File: src/rtl/cpu_types_pkg.sv
// Shared CPU types: machine word, fetch FSM states and the redirect-select encoding.
package cpu_types_pkg;

    typedef logic [31:0] word_t;

    typedef enum logic [1:0] {
        RUN        = 2'b00,
        REDIR_PEND = 2'b01,
        HALTED     = 2'b10
    } fetch_state_t;

    typedef enum logic [1:0] {
        PCSEL_SEQ = 2'b00,
        PCSEL_J   = 2'b01,
        PCSEL_JR  = 2'b10,
        PCSEL_BR  = 2'b11
    } pcsel_t;

    // Word-aligns a redirect target when enabled.
    function automatic word_t align_target(input word_t target, input logic en);
        align_target = en ? {target[31:2], 2'b00} : target;
    endfunction

endpackage

File: src/rtl/instruction_fetch_if.sv
// Fetch-side bundle between the fetch sequencer, hazard/branch logic and the icache.
interface instruction_fetch_if;
    import cpu_types_pkg::*;

    logic   ihit;
    logic   dhit;
    logic   load_use;
    logic   halt;
    pcsel_t jump_sig;
    word_t  jump_add;
    word_t  jump_jr;
    word_t  branch_addr;
    word_t  imemload;
    logic   imemREN;
    word_t  imemaddr;
    word_t  PC;
    word_t  pp4;
    word_t  instruction;
    logic   ifid_en;
    logic   flush;

    modport iftch (
        input  ihit, dhit, load_use, halt, jump_sig,
        input  jump_add, jump_jr, branch_addr, imemload,
        output imemREN, imemaddr, PC, pp4, instruction, ifid_en, flush
    );

    modport env (
        output ihit, dhit, load_use, halt, jump_sig,
        output jump_add, jump_jr, branch_addr, imemload,
        input  imemREN, imemaddr, PC, pp4, instruction, ifid_en, flush
    );

endinterface

File: src/rtl/fetch_sequencer_pc_select.sv
// Redirect target mux: decodes jump_sig, aligns the target and lets a buffered redirect win.
module pc_select
    import cpu_types_pkg::*;
#(
    parameter int unsigned ALIGN_MASK = 1
) (
    input  pcsel_t jump_sig,
    input  word_t  jump_add,
    input  word_t  jump_jr,
    input  word_t  branch_addr,
    input  logic   pend_vld,
    input  word_t  pend_addr,
    output logic   live_redir,
    output word_t  live_target,
    output word_t  target
);

    word_t raw_target;

    always_comb begin
        raw_target = '0;
        unique case (jump_sig)
            PCSEL_J:   raw_target = jump_add;
            PCSEL_JR:  raw_target = jump_jr;
            PCSEL_BR:  raw_target = branch_addr;
            default:   raw_target = '0;
        endcase
    end

    assign live_redir  = (jump_sig != PCSEL_SEQ);
    assign live_target = align_target(raw_target, ALIGN_MASK != 0);
    // Pending entries were aligned when captured.
    assign target      = pend_vld ? pend_addr : live_target;

endmodule

File: src/rtl/fetch_sequencer.sv
// Program counter owner: next-PC sequencing, stall/miss hold, redirect buffering and IF/ID control.
module fetch_sequencer
    import cpu_types_pkg::*;
#(
    parameter word_t       PC_INIT    = 32'h0000_0000,
    parameter int unsigned ALIGN_MASK = 1
) (
    input logic                 CLK,
    input logic                 nRST,
    instruction_fetch_if.iftch  fif
);

    fetch_state_t state, next_state;
    word_t        pc_r, pp4_r, pend_r;
    word_t        next_pc, live_target, target;
    logic         live_redir, pend_vld;
    logic         acc, fetch_ok, halt_req;
    logic         pc_ld, pend_ld, pend_clr;

    assign pend_vld = (state == REDIR_PEND);
    // Gating with nRST keeps the combinational IF/ID controls quiet while held in reset.
    assign halt_req = nRST & fif.halt;
    assign fetch_ok = nRST & fif.ihit & ~fif.dhit;
    assign acc      = fetch_ok & ~fif.load_use & (state != HALTED);

    pc_select #(.ALIGN_MASK(ALIGN_MASK)) u_pc_select (
        .jump_sig    (fif.jump_sig),
        .jump_add    (fif.jump_add),
        .jump_jr     (fif.jump_jr),
        .branch_addr (fif.branch_addr),
        .pend_vld    (pend_vld),
        .pend_addr   (pend_r),
        .live_redir  (live_redir),
        .live_target (live_target),
        .target      (target)
    );

    always_ff @(posedge CLK or negedge nRST) begin
        if (!nRST) state <= RUN;
        else       state <= next_state;
    end

    always_comb begin
        next_state = state;
        unique case (state)
            RUN: begin
                if (halt_req)               next_state = HALTED;
                else if (!acc && live_redir) next_state = REDIR_PEND;
            end
            REDIR_PEND: begin
                if (halt_req)      next_state = HALTED;
                else if (fetch_ok) next_state = RUN;
            end
            HALTED:  next_state = HALTED;
            default: next_state = RUN;
        endcase
    end

    always_comb begin
        fif.ifid_en     = 1'b0;
        fif.flush       = 1'b0;
        fif.instruction = '0;
        pc_ld           = 1'b0;
        pend_ld         = 1'b0;
        pend_clr        = 1'b0;
        unique case (state)
            RUN: begin
                if (halt_req) begin
                    fif.flush = 1'b1;
                end else if (acc) begin
                    fif.ifid_en     = 1'b1;
                    fif.instruction = fif.imemload;
                    fif.flush       = live_redir;
                    pc_ld           = 1'b1;
                end else if (live_redir) begin
                    pend_ld = 1'b1;
                end
            end
            REDIR_PEND: begin
                // The fetch that was in flight belongs to the wrong path.
                if (halt_req) begin
                    fif.flush = 1'b1;
                    pend_clr  = 1'b1;
                end else if (fetch_ok) begin
                    fif.flush = 1'b1;
                    pc_ld     = 1'b1;
                    pend_clr  = 1'b1;
                end else if (live_redir) begin
                    pend_ld = 1'b1;
                end
            end
            HALTED: begin
                fif.flush = 1'b1;
            end
            default: ;
        endcase
    end

    assign next_pc = (pend_vld || live_redir) ? target : pc_r + 32'd4;

    always_ff @(posedge CLK or negedge nRST) begin
        if (!nRST) begin
            pc_r   <= PC_INIT;
            pp4_r  <= PC_INIT + 32'd4;
            pend_r <= '0;
        end else begin
            if (pc_ld) begin
                pc_r  <= next_pc;
                pp4_r <= next_pc + 32'd4;
            end
            if (pend_clr)     pend_r <= '0;
            else if (pend_ld) pend_r <= live_target;
        end
    end

    assign fif.imemREN  = (state != HALTED);
    assign fif.imemaddr = pc_r;
    assign fif.PC       = pc_r;
    assign fif.pp4      = pp4_r;

endmodule

File: src/flat_wrapper.sv
// flat-port wrapper written by rule: the top's interface ports become plain ports
module fetch_sequencer_flat import cpu_types_pkg::*;
#(
    parameter word_t       PC_INIT    = 32'h0000_0000,
    parameter int unsigned ALIGN_MASK = 1
)
  (CLK, nRST, fif_ihit, fif_dhit, fif_load_use, fif_halt, fif_jump_sig, fif_jump_add, fif_jump_jr, fif_branch_addr, fif_imemload, fif_imemREN, fif_imemaddr, fif_PC, fif_pp4, fif_instruction, fif_ifid_en, fif_flush);
  instruction_fetch_if fif_i ();
  input logic CLK;
  input logic nRST;
  input wire logic [$bits(fif_i.ihit)-1:0] fif_ihit;
  input wire logic [$bits(fif_i.dhit)-1:0] fif_dhit;
  input wire logic [$bits(fif_i.load_use)-1:0] fif_load_use;
  input wire logic [$bits(fif_i.halt)-1:0] fif_halt;
  input wire logic [$bits(fif_i.jump_sig)-1:0] fif_jump_sig;
  input wire logic [$bits(fif_i.jump_add)-1:0] fif_jump_add;
  input wire logic [$bits(fif_i.jump_jr)-1:0] fif_jump_jr;
  input wire logic [$bits(fif_i.branch_addr)-1:0] fif_branch_addr;
  input wire logic [$bits(fif_i.imemload)-1:0] fif_imemload;
  output wire logic [$bits(fif_i.imemREN)-1:0] fif_imemREN;
  output wire logic [$bits(fif_i.imemaddr)-1:0] fif_imemaddr;
  output wire logic [$bits(fif_i.PC)-1:0] fif_PC;
  output wire logic [$bits(fif_i.pp4)-1:0] fif_pp4;
  output wire logic [$bits(fif_i.instruction)-1:0] fif_instruction;
  output wire logic [$bits(fif_i.ifid_en)-1:0] fif_ifid_en;
  output wire logic [$bits(fif_i.flush)-1:0] fif_flush;
  assign fif_i.ihit = fif_ihit;
  assign fif_i.dhit = fif_dhit;
  assign fif_i.load_use = fif_load_use;
  assign fif_i.halt = fif_halt;
  assign fif_i.jump_sig = fif_jump_sig;
  assign fif_i.jump_add = fif_jump_add;
  assign fif_i.jump_jr = fif_jump_jr;
  assign fif_i.branch_addr = fif_branch_addr;
  assign fif_i.imemload = fif_imemload;
  assign fif_imemREN = fif_i.imemREN;
  assign fif_imemaddr = fif_i.imemaddr;
  assign fif_PC = fif_i.PC;
  assign fif_pp4 = fif_i.pp4;
  assign fif_instruction = fif_i.instruction;
  assign fif_ifid_en = fif_i.ifid_en;
  assign fif_flush = fif_i.flush;
  fetch_sequencer #(.PC_INIT(PC_INIT), .ALIGN_MASK(ALIGN_MASK)) u_core (.CLK(CLK), .nRST(nRST), .fif(fif_i));
endmodule
File: config.mk
export PLATFORM = sky130hd
export DESIGN_NAME = fetch_sequencer_flat
export DESIGN_NICKNAME = d
export VERILOG_FILES = /design/src/rtl/cpu_types_pkg.sv /design/src/rtl/instruction_fetch_if.sv /design/src/rtl/fetch_sequencer_pc_select.sv /design/src/rtl/fetch_sequencer.sv /design/src/flat_wrapper.sv
export SDC_FILE = /design/constraint.sdc
export NUM_CORES = 1
export LEC_CHECK = 0
export ABC_CLOCK_PERIOD_IN_PS = 3700
export BUFFER_PORTS_ARGS = -buffer_cell sky130_fd_sc_hd__buf_4
export CAP_MARGIN = 30
export CORE_ASPECT_RATIO = 0.7
export CORE_MARGIN = 4
export CORE_UTILIZATION = 40
export DETAILED_ROUTE_END_ITERATION = 8
export GPL_TIMING_DRIVEN = 0
export MAX_ROUTING_LAYER = met4
export PLACE_DENSITY = 0.8
export SLEW_MARGIN = 20
export SYNTH_ARGS = -nofsm -noshare
export SYNTH_HDL_FRONTEND = slang
export SYNTH_SLANG_ARGS = --single-unit
File: constraint.sdc
create_clock -name CLK -period 3.7 [get_ports CLK]
set_input_delay 0.74 -clock CLK [delete_from_list [all_inputs] [get_ports CLK]]
set_output_delay 0.74 -clock CLK [all_outputs]
set_load 0.03 [all_outputs]
# After elaboration in Yosys (flattened, before gate mapping)
# Cells that the tools add are included.
op_classes:
  muxes: 30
  eq_ne: 8
  n_reduce_logical: 7
  addsub: 2
  n_bitwise: 7
ops:
  columns: ["operator", "n"]
  rows:
  - ["32-bit two-way mux", 7]
  - ["32-bit one-hot mux with 3 select lines", 1]
  - ["32-bit by 3-bit adder with 32-bit output, second input constant", 2]
  - ["1-bit two-way mux", 14]
  - ["2-bit two-way mux", 4]
  - ["2-bit == test, second input constant", 3]
  - ["2-bit one-hot mux with 3 select lines", 1]
  - ["1-bit bitwise AND", 5]
  - ["2-bit by 1-bit == test with 1-bit output, second input constant", 2]
  - ["1-bit one-hot mux with 2 select lines", 2]
  - ["2-bit nonzero test", 2]
  - ["3-bit by 1-bit inequality test with 1-bit output, second input constant", 1]
  - ["3-bit inequality test, second input constant", 1]
  - ["1-bit one-hot mux with 3 select lines", 1]
  - ["2-bit logical NOT", 1]
  - ["2-bit inequality test, second input constant", 1]
  - ["1-bit NOT", 2]
  - ["2-bit AND reduction", 1]
  - ["1-bit logical AND", 1]
  - ["1-bit logical NOT", 1]
  - ["1-bit logical OR", 1]
word_totals:
  reg_bits: 98
  output_inout_bits: 131

# Longest topological paths before layout
logic_depth:
  ltp_word: 9
  depth_mapped: 16
  mapped_depth_nobuf: 13

# By module
# A second synthesis with hierarchy kept.
unflattened:
  hier_cells: 839
  area_unflattened_um2: 7378.3
modules_own_cells:
  columns: ["module", "seq_area_each_um2", "cells_each", "area_per_inst_um2", "instances"]
  rows:
  - ["fetch_sequencer", 2403.6, 654, 5763.0, 1]
  - ["pc_select", 0.0, 185, 1615.3, 1]

# Least setup slack after synthesis
# OpenSTA, ideal clock, no wires.
synth_timing:
  kind: "input-to-reg"
  start: "input port fif_jump_sig[1]"
  end: "register u_core.pp4_r[28], in the netlist u_core.fif.pp4[28]"
  arrival_ps: 3695
  path_slack_ps: -87
  cell_stages: 16
  setup_ps: 92
  cell_sequence: "buf_2 -> buf_4 -> buf_2 -> buf_2 -> mux2i_1 -> o21ai_0 -> nand2_1 -> nand2_1 -> ha_1 -> o21a_1 -> o21ai_0 -> nor4bb_1 -> nand3_1 -> nor4_4 -> a31oi_1 -> o31ai_2"
synth_via:
  elab_chain_len: 5
  elab_cells_between_ends: 9
  cone_classes: "1 x add/sub; 3 x eq/ne; 3 x mux; 2 x reduce/logical"
synth_lines:
  columns: ["element", "line", "text"]
  rows:
  - ["start: declaration", "flat_wrapper.sv:15", "input wire logic [$bits(fif_i.jump_sig)-1:0] fif_jump_sig;"]
  - ["2-bit == test or 2-bit by 1-bit == test with 1-bit output (tied branches)", "fetch_sequencer_pc_select.sv:22", "unique case (jump_sig)"]
  - ["32-bit one-hot mux with 3 select lines", "fetch_sequencer_pc_select.sv:22", null]
  - ["32-bit two-way mux", "fetch_sequencer_pc_select.sv:33", "assign target = pend_vld ? pend_addr : live_target;"]
  - ["32-bit two-way mux *", "fetch_sequencer.sv:99", "assign next_pc = (pend_vld || live_redir) ? target : pc_r + 32'd4;"]
  - ["named net u_core.next_pc[3]", "fetch_sequencer.sv:15", "word_t next_pc, live_target, target;"]
  - ["32-bit by 3-bit adder with 32-bit output *", "fetch_sequencer.sv:109", "pp4_r <= next_pc + 32'd4;"]
  - ["end signal: assignment", "fetch_sequencer.sv:104", "pp4_r <= PC_INIT + 32'd4;"]
  - ["end signal: assignment", "fetch_sequencer.sv:109", null]
  - ["end: declaration", "fetch_sequencer.sv:14", "word_t pc_r, pp4_r, pend_r;"]
# Mark *: on every way through the listed nets, which the timed path passes. The rest lies on a longest branch.
# A chain may end at the register's enable or synchronous reset.

# Worst setup path after layout
layout_timing:
  start: "input port nRST"
  end: "output port fif_instruction[28]"
layout_via:
  elab_chain_len: 7
  elab_cells_between_ends: 8
  cone_classes: "3 x mux; 5 x bitwise"
layout_lines:
  columns: ["element", "line", "text"]
  rows:
  - ["start: declaration", "flat_wrapper.sv:10", "input logic nRST;"]
  - ["1-bit bitwise AND (2 in a row)", "fetch_sequencer.sv:23", "assign fetch_ok = nRST & fif.ihit & ~fif.dhit;"]
  - ["1-bit bitwise AND (2 in a row)", "fetch_sequencer.sv:24", "assign acc = fetch_ok & ~fif.load_use & (state != HALTED);"]
  - ["32-bit two-way mux", "fetch_sequencer.sv:70", "end else if (acc) begin"]
  - ["32-bit two-way mux *", "fetch_sequencer.sv:68", "if (halt_req) begin"]
  - ["32-bit two-way mux *", "fetch_sequencer.sv:66", "unique case (state)"]
  - ["end: declaration", "flat_wrapper.sv:24", "output wire logic [$bits(fif_i.instruction)-1:0] fif_instruction;"]
# Every way passes the cells marked *; elsewhere a longest branch is shown, timed or not.

==> results.toml <==
[run_status]
status = "finished clean"

[global_routing]
antenna_found_initial = 1
grt_pass1_vias = 7232
overflow = 0
grt_max_degree = 95
gr-usage-all-layers = 0.282
grt_pass1_wl_microns = 40600

[worst_hold_path]
hold_class = "input pin to async pin"

[floorplan]
ioPinCount = 267
fp.dieW_microns = 164
initial_core_util = 0.413
core-area_sq_um = 16500
die_h_microns = 117
row_count = 39
design.die.area_sq_um = 19200

[detailed_routing]
postRouteAntennaNets = 0
drtIter0Drc = 869
drc = 0
routed_wirelength_microns = 26900
wl_per_cell_microns = 20.1
dr.pass1.iters = 6
vias = 7794
via_per_inst = 5.83

[cells_and_area]
drive_gt1_frac = 0.353
finalNonFillerCells = 1336
nets = 1244
area_growth_pct = 39.7
final_core_util = 0.576

[worst_setup_path]
cp.arrival_ns = 2.79
crit_path_end_kind = "output pin"
crit_start = "nRST"
crit_type = "input pin to output pin"
cp-start-kind = "input pin"
r2r-start = "u_core.fif.PC[2]"
r2r_end = "u_core.fif.pp4[28]"
cp_max_fo = 94
crit_path_end = "fif_instruction[28]"
reg2reg_depth = 11
required_ns = 2.96
rrSetupSlack_ns = 0.18

[logic_synthesis]
netlist.area_leader.share = 0.335
async_reset_ff_frac = 1.00
ys_seq_elements = 92
syn_inst = 834
synth_area_sq_um = 6800
synth.most_common_cell = "nor2_1"
synth_cell_types = 81
ys_warn_count = 0
ys.flop_type = "dfrtp_1"
seq_area_frac_synth = 0.339
synth_area_leaders = "dfrtp_1 (33%), nor2_1 (5.4%), nand2_1 (5.4%), buf_4 (4.1%), mux2i_1 (4.0%)"
synth_edf_count = 0
syn_avg_cell_area_sq_um = 8.16
yosysTopAreaCell = "dfrtp_1"
synth_commonest_cells = "nor2_1 (98), nand2_1 (97), dfrtp_1 (91), a21oi_1 (50), o21ai_0 (42)"

[timing]
hold_slack_ns = 0.326
finalCritPeriodShare = 0.953
hold_viol = 0
setup_violations = 0
skew_ns = 0.00896
fmax_mhz = 283
period_needed_ns = 3.53
fin_ws_ns = 0.172
rsz0062_at_grt = "no"
worstMarginPinSlew_ns = 0.906
relSlewSlack = 0.396
slew_violations = 0

[clock_network]
cts.htree.levels = 3
numCtsBuffers = 9
clock_latency_ns = 0.35
cts_tree = "yes"
cts-root-buf = "clkbuf_16"
cts_hold_buf = 0
clock_path_buffers = 2
clkSinkCount = 92
clkTransAtPathRegs_ns = 0.06

[job]
maxCapViolCount = 0

[placement]
place_hpwl_microns = 21200
numPortBuffers = 253
placed_cells = 1317
post-place-ws_ns = -0.996
place_congestion = 1.02

[power_and_ir_drop]
ir_drop_uv = 631
power.density_nw_per_um2 = 774
p_leak_uw = 0.00435
cells by family after synthesis:
group | Yosys count | share of synthesized area
AO/OA/AOI/OAI | 208 | 0.206
XOR/XNOR | 23 | 0.0296
adder cells (fa/ha/maj) | 2 | 0.00368
buffers and inverters | 109 | 0.0842
flip-flops | 92 | 0.339
multiplexers | 38 | 0.0596
other | 1 | 0.000551
AND/OR/NAND/NOR | 361 | 0.278
worst max-delay path, stage by stage:
cell and delay, ns:
buf_12 0.37, nand3b_1 0.35, nor4_4 0.33, buf_4 0.21, clkbuf_1 0.30, and2_1 0.22
buf_4 0.17
cells in the final DEF, fill, tap and decap left out, types with 6 or more instances in the layout:
cell	netlist	layout
buf_4	37	297
nand2_1	97	97
nor2_1	98	95
dfrtp_1	91	87
a21oi_1	50	50
o21ai_0	42	42
and2_1	35	35
clkbuf_1	39	32
mux2i_1	27	27
nand3_1	27	26
a211oi_1	16	16
inv_1	15	15
xnor2_1	15	15
nand4_1	13	13
nor3_1	13	12
o31ai_1	12	12
o211ai_1	11	11
mux2_2	10	10
a22oi_1	10	10
a221oi_1	10	10
and3_1	9	9
a31oi_1	9	9
clkbuf_16	0	9
nor4_1	11	8
xor2_1	8	8
buf_2	13	7
or3_1	7	7
conb_1	1	6
metal layers:
layer / wire [microns] / global-route usage
met1: 11600 / 0.398
met2: 11700 / 0.412
met3: 3100 / 0.0707
met4: 461 / 0.0598
met5: 0 / -
final cells by class:
| cell class | instances | area [sq um] |
|---|---|---|
| clock buffers | 10 | 229 |
| flip-flops and latches | 92 | 2310 |
| fillers | 1524 | 6990 |
| diodes | 1 | 2.50 |
| plain buffers | 90 | 569 |
| clock inverters | 5 | 53.8 |
| multi-input cells | 638 | 4040 |
| well taps | 225 | 282 |
| inverters | 15 | 56.3 |
| repair buffers | 260 | 1960 |
where the power goes:
part | total [uW] | leakage (uW) | internal [uW] | switching [uW]
sequential | 2130 | 0.00111 | 1500 | 629
clock | 913 | 0.000142 | 518 | 395
combinational | 4320 | 0.00310 | 1690 | 2640
registers in the layout, summed over array words and instances, names as in the netlist:
signal / flops
u_core.fif.PC: 30
u_core.fif.pp4: 30
u_core.pend_r: 30
u_core.state: 2
per-stage QoR:
| stage | power, uW | instance area, sq um | TNS, ns |
|---|---|---|---|
| 6_report | 7360 | 9510 | 0 |
| 5_1_grt | 7770 | 9510 | 0 |
| 4_1_cts | 7240 | 9370 | 0 |
| 3_5_place_dp | 6290 | 9020 | -42.44 |
| 3_3_place_gp | 6230 | 9010 | -89.69 |
| 2_1_floorplan | 4670 | 6830 | 0 |
how the worst min path moves through the flow:
stage                 startpoint                end  depth (start not counted)
5_1_grt                     nRST   u_core.fif.PC[4]                          1
3_3_place_gp   u_core.pend_r[30]  u_core.pend_r[30]                          2
6_report                    nRST  u_core.fif.pp4[8]                          1
3_5_place_dp   u_core.pend_r[13]  u_core.pend_r[13]                          2
2_1_floorplan               nRST  u_core.fif.PC[10]                          0
4_1_cts                     nRST  u_core.pend_r[17]                          1
what timing repair did:
| action | 4_1_cts | 5_1_grt |
|---|---|---|
| pin swaps | 3 | 4 |
| setup endpoints to repair | 72 | 40 |
| resized for setup | 18 | 43 |
| buffers inserted | 5 | 2 |
(Power assumes the default switching activity.)
